--- config.mk ---
export PLATFORM = sky130hd
export DESIGN_NAME = mem_wb_stage
export DESIGN_NICKNAME = d
export VERILOG_FILES = /design/src/rtl/mem_wb_stage.sv
export SDC_FILE = /design/constraint.sdc
export NUM_CORES = 1
export LEC_CHECK = 0
export ABC_CLOCK_PERIOD_IN_PS = 7500
export CAP_MARGIN = 30
export CORE_UTILIZATION = 35
export CTS_CLUSTER_DIAMETER = 150
export DETAILED_ROUTE_END_ITERATION = 7
export GPL_TIMING_DRIVEN = 0
export PLACE_DENSITY = 0.72
export SYNTH_ARGS = -nofsm -noshare
export SYNTH_HDL_FRONTEND = slang
export SYNTH_SLANG_ARGS = --single-unit
--- constraint.sdc ---
create_clock -name clk -period 7.5 [get_ports clk]
set_input_delay 1.125 -clock clk [delete_from_list [all_inputs] [get_ports clk]]
set_output_delay 1.125 -clock clk [all_outputs]
set_load 0.02 [all_outputs]
--- src/rtl/mem_wb_stage.sv ---
`default_nettype none
// ============================================================================
// Module   : mem_wb_stage
// Brief    : Memory-access stage plus MEM/WB pipeline register. Issues
//            handshaked load/store requests, stalls upstream until each
//            access is acknowledged, and drives the MEM/WB fields consumed
//            by the EX-stage forwarding logic.
// Revision : 1.0 - initial release
// ============================================================================
module mem_wb_stage #(
    parameter int XLEN = 32,
    parameter int RA_W = 5
) (
    input  logic            clk,
    input  logic            rst,
    // EX/MEM side
    input  logic            EX_MEM_Valid,
    input  logic            EX_MEM_RegWrite,
    input  logic            EX_MEM_MemRead,
    input  logic            EX_MEM_MemWrite,
    input  logic [RA_W-1:0] EX_MEM_RegisterRd,
    input  logic [XLEN-1:0] EX_MEM_ALUOut,
    input  logic [XLEN-1:0] EX_MEM_StoreData,
    input  logic            flush,
    // Data memory handshake
    input  logic [XLEN-1:0] mem_rdata,
    input  logic            mem_ack,
    output logic            mem_req,
    output logic            mem_we,
    output logic [XLEN-1:0] mem_addr,
    output logic [XLEN-1:0] mem_wdata,
    // Pipeline control
    output logic            stall,
    // MEM/WB register
    output logic            MEM_WB_Valid,
    output logic            MEM_WB_RegWrite,
    output logic            MEM_WB_MemRead,
    output logic [RA_W-1:0] MEM_WB_RegisterRd,
    output logic [XLEN-1:0] MEM_WB_ALUOut,
    output logic [XLEN-1:0] MEM_WB_MemOut
);

    // ------------------------------------------------------------------
    // State encoding
    // ------------------------------------------------------------------
    localparam logic [0:0] C_IDLE   = 1'b0;
    localparam logic [0:0] C_ACCESS = 1'b1;

    logic [0:0]      r_state;

    // Access request registers (held stable for the whole access)
    logic            r_mem_req;
    logic            r_mem_we;
    logic [XLEN-1:0] r_mem_addr;
    logic [XLEN-1:0] r_mem_wdata;

    // Controls of the instruction whose access is in flight
    logic [RA_W-1:0] r_hold_rd;
    logic            r_hold_regwrite;
    logic            r_hold_memread;

    // MEM/WB pipeline register
    logic            r_wb_valid;
    logic            r_wb_regwrite;
    logic            r_wb_memread;
    logic [RA_W-1:0] r_wb_rd;
    logic [XLEN-1:0] r_wb_aluout;
    logic [XLEN-1:0] r_wb_memout;

    // ------------------------------------------------------------------
    // Input qualification
    // ------------------------------------------------------------------
    logic w_in_valid;
    logic w_mem_op;
    logic w_is_store;
    logic w_rd_nonzero;
    logic w_in_idle;
    logic w_ack_done;

    assign w_in_valid   = EX_MEM_Valid & ~flush;
    assign w_mem_op     = w_in_valid & (EX_MEM_MemRead | EX_MEM_MemWrite);
    // Read+write together is illegal; it is resolved as a load.
    assign w_is_store   = EX_MEM_MemWrite & ~EX_MEM_MemRead;
    assign w_rd_nonzero = (EX_MEM_RegisterRd != '0);
    assign w_in_idle    = (r_state == C_IDLE);
    // An ack is meaningful only while an access is outstanding.
    assign w_ack_done   = (r_state == C_ACCESS) & mem_ack;

    // Stall is a pure function of state, inputs and ack (never of MEM/WB)
    always_comb begin
        stall = 1'b0;
        if (w_in_idle) begin
            stall = w_mem_op;
        end else begin
            stall = ~mem_ack;
        end
    end

    // Access sequencer: latch the request in IDLE, hold it until ack
    always_ff @(posedge clk or posedge rst) begin
        if (rst) begin
            r_state         <= C_IDLE;
            r_mem_req       <= 1'b0;
            r_mem_we        <= 1'b0;
            r_mem_addr      <= '0;
            r_mem_wdata     <= '0;
            r_hold_rd       <= '0;
            r_hold_regwrite <= 1'b0;
            r_hold_memread  <= 1'b0;
        end else begin
            case (r_state)
                C_IDLE: begin
                    if (w_mem_op) begin
                        r_state         <= C_ACCESS;
                        r_mem_req       <= 1'b1;
                        r_mem_we        <= w_is_store;
                        r_mem_addr      <= EX_MEM_ALUOut;
                        r_mem_wdata     <= EX_MEM_StoreData;
                        r_hold_rd       <= EX_MEM_RegisterRd;
                        // Stores never write the register file.
                        r_hold_regwrite <= EX_MEM_RegWrite & ~w_is_store & w_rd_nonzero;
                        r_hold_memread  <= ~w_is_store;
                    end
                end
                C_ACCESS: begin
                    // flush is deliberately ignored here: the access runs to completion.
                    if (mem_ack) begin
                        r_state   <= C_IDLE;
                        r_mem_req <= 1'b0;
                    end
                end
                default: begin
                    r_state   <= C_IDLE;
                    r_mem_req <= 1'b0;
                end
            endcase
        end
    end

    // MEM/WB register: pass-through in IDLE, bubbles while waiting, writeback on ack
    always_ff @(posedge clk or posedge rst) begin
        if (rst) begin
            r_wb_valid    <= 1'b0;
            r_wb_regwrite <= 1'b0;
            r_wb_memread  <= 1'b0;
            r_wb_rd       <= '0;
            r_wb_aluout   <= '0;
            r_wb_memout   <= '0;
        end else if (w_in_idle) begin
            if (w_mem_op) begin
                // Memory op just launched: nothing retires this cycle.
                r_wb_valid    <= 1'b0;
                r_wb_regwrite <= 1'b0;
                r_wb_memread  <= 1'b0;
            end else begin
                r_wb_valid    <= w_in_valid;
                r_wb_regwrite <= w_in_valid & EX_MEM_RegWrite & w_rd_nonzero;
                r_wb_memread  <= 1'b0;
                r_wb_rd       <= EX_MEM_RegisterRd;
                r_wb_aluout   <= EX_MEM_ALUOut;
            end
        end else if (w_ack_done) begin
            r_wb_valid    <= 1'b1;
            r_wb_regwrite <= r_hold_regwrite;
            r_wb_memread  <= r_hold_memread;
            r_wb_rd       <= r_hold_rd;
            r_wb_aluout   <= r_mem_addr;
            // Stores keep the last load result visible.
            if (r_hold_memread) begin
                r_wb_memout <= mem_rdata;
            end
        end else begin
            r_wb_valid    <= 1'b0;
            r_wb_regwrite <= 1'b0;
            r_wb_memread  <= 1'b0;
        end
    end

    // ------------------------------------------------------------------
    // Output mapping
    // ------------------------------------------------------------------
    assign mem_req           = r_mem_req;
    assign mem_we            = r_mem_we;
    assign mem_addr          = r_mem_addr;
    assign mem_wdata         = r_mem_wdata;
    assign MEM_WB_Valid      = r_wb_valid;
    assign MEM_WB_RegWrite   = r_wb_regwrite;
    assign MEM_WB_MemRead    = r_wb_memread;
    assign MEM_WB_RegisterRd = r_wb_rd;
    assign MEM_WB_ALUOut     = r_wb_aluout;
    assign MEM_WB_MemOut     = r_wb_memout;

endmodule
`default_nettype wire

==> flow_summary.toml <==
[die]
die_h_um = 133.1
io_pins = 248
die_w_um = 133.1
core_um2 = 16700
dieArea_um2 = 17720
rows = 47
start_util = 0.3603

[clock_network]
cts_max_path_buffers = 2
postCtsHoldBufs = 0
postCtsSetupBuffers = 0
numCtsBuffers = 17
cts_tree = "done"
cts.sinks = 146
root_buffer = "clkbuf_16"
cts_resized = 0
insertion_delay_ps = 420
clk_pin_slew_ps = 60
htree_levels = 4

[layout]
drive_gt1_frac = 0.2337
diodes = 0
fin_area_um2 = 9392
final_cells = 909
seq_area_um2 = 3654
multiInputGateArea_um2 = 2221
nFillCells = 1399
area_growth_pct = 56.08
layout.nets = 786

[min_path]
hold_path_startpoint = "r_hold_memread"
min_path_type = "flop to flop"
hold_depth = 1
min_to = "r_hold_memread"

[synthesis]
synth.distinct_cells = 26
synth_fp_nets = 520
yosysWarningCount = 0
ys_ff_latch = 146
avgSynthCellArea_um2 = 14.64
synthesis.area_um2 = 6017
syn_inst = 411
seq_area_frac_synth = 0.6072

[worst_setup_path]
r2r_cells = 3
path_class = "primary input to output port"
required_ps = 6380
path_max_fanout = 10
worstPathArrival_ps = 3270
critPathCaptureType = "output port"
reg2reg_setup_slack_ps = 5700
rr_endpoint = "mem_addr[30]"
cp-start-kind = "primary input"
reg2reg_from = "r_state"

[sta]
hold_viol_final = 0
setup_viol = 0
skew_ps = 10.83
worst_slack_ps = 3109
fmax_mhz = 227.7
fin_setup_tns_ps = 0
finalCritPeriodShare = 0.5855
rsz0062_at_grt = "no"
min_period_ps = 4391
worst_slew_pin_slew_ps = 741.9
final_max_slew_viol_count = 0
slew_headroom = 0.5021

[drt]
drtIter0Drc = 148
wl_per_cell_um = 18.08
drc_errors = 0
viasPerCell = 5.006
ant_nets = 0
dr_total_vias = 4550
drt_wl_total_um = 16430
dr.pass1.iters = 4

[global_routing]
globalRouteOverflowTotal = 0
antenna_found_initial = 0
grt_pass1_vias = 4945
track_usage = 0.1880
grt_pass1_wl_um = 25840
grt_max_degree = 78

[placed_design]
place_area_um2 = 8787
pre_cts_ws_ps = 3122
place.gp.congestion = 0.7508
port_buffers = 246
place_inst = 878
dp_hpwl_um = 11950

[outcome]
outcome = "finished, final reports clean"

[job]
cap_violations = 0

[pwr]
fin_total_pwr_mw = 3.080
vdd_drop_max_uv = 149.1
leakage_nw = 4.012
p_per_area_nw_per_um2 = 327.9
==> report_power, final <==
part,switching [mW],total (mW),internal [mW]
clock,0.321,0.868,0.547
combinational,0.497,1.08,0.583
sequential,0.134,1.13,0.998
==> state kept, by name, indices dropped and copies added, names as in the netlist, 5 cells and up <==
signal and flops:
MEM_WB_MemOut 32, mem_addr 32, r_hold_rd 5, mem_wdata 32, MEM_WB_ALUOut 32, MEM_WB_RegisterRd 5
==> layout by cell type, fill, tap and decap left out, drive strengths merged, types with 2 or more instances in the layout <==
cell,instances
dfrtp,146
inv,3
nor2,31
mux2,101
mux2i,37
bufinv,3
o21a,2
nand3,2
o221a,8
buf,18
clkinv,5
a221o,29
nand2,13
o21ai,5
clkbuf,31
clkdlybuf4s50,246
==> worst max-delay path by stage <==
stage            startpoint          endpoint  slack, ps  cells past startpoint
3_3_place_gp            rst      mem_wdata[6]        590                      2
6_report       EX_MEM_Valid             stall       3110                      7
3_5_place_dp   EX_MEM_Valid             stall       3120                      7
4_1_cts        EX_MEM_Valid             stall       3100                      7
5_1_grt        EX_MEM_Valid             stall       3040                      7
2_1_floorplan           rst  MEM_WB_ALUOut[0]       2450                      1
==> stage by stage <==
step,utilization,hold WS [ps]
floorplan,-,449.9
global placement,0.5242,463.7
detailed placement,0.5261,478.2
CTS,0.5623,490.8
global route,0.5623,517.4
finish,0.5623,485.6
==> routing by layer <==
layer	track usage	vias to the layer above	part of all wire
li1	-	2041	-
met1	0.2195	2295	0.39
met2	0.3101	188	0.50
met3	0.07572	26	0.086
met4	0.07197	0	0.021
met5	0	-	0
==> Yosys cell counts, drive strengths merged <==
| library cell | number | share of area |
|---|---|---|
| o21a | 2 | 0.0025 |
| a21oi | 1 | 0.00083 |
| and2 | 1 | 0.0010 |
| nor2 | 31 | 0.019 |
| buf | 17 | 0.016 |
| o21ai | 5 | 0.0048 |
| mux2 | 101 | 0.20 |
| dfrtp | 146 | 0.61 |
| nand2b | 1 | 0.0010 |
| nor3b | 1 | 0.0031 |
| nand2 | 13 | 0.0081 |
| clkbuf | 9 | 0.0056 |
| o221a | 8 | 0.015 |
| a21o | 1 | 0.0012 |
| inv | 3 | 0.0019 |
| o2bb2ai | 1 | 0.0015 |
| or4 | 1 | 0.0012 |
| nor3 | 1 | 0.0027 |
| a221o | 29 | 0.048 |
| nand3 | 2 | 0.0017 |
| mux2i | 37 | 0.062 |
==> final cells by class <==
class,count,area share
buffer,26,0.01399
clock buffer,22,0.05049
clock inverter,9,0.01386
inverter,3,0.001732
multi-input combinational,236,0.2365
sequential,146,0.3890
tap,220,0.02931
timing repair buffer,247,0.2651
==> worst max-delay path: stages <==
cell,delay (ps)
clkdlybuf4s50_1,510
nor3b_4,310
o21ai_2,120
buf_6,170
buf_2,200
o21ai_0,140
clkdlybuf4s50_1,680
==> logic make-up (layout without fill, tap and decap cells) <==
kind of cell,after synthesis,after routing,share of synthesized area
DFF,146,146,0.6072
and+or+nand+nor,51,51,0.03826
AOI/OAI and AO/OA,47,47,0.07403
muxes,138,138,0.2568
buffers and inverters,29,307,0.02370
No activity file was read; power rests on OpenSTA's default activity.
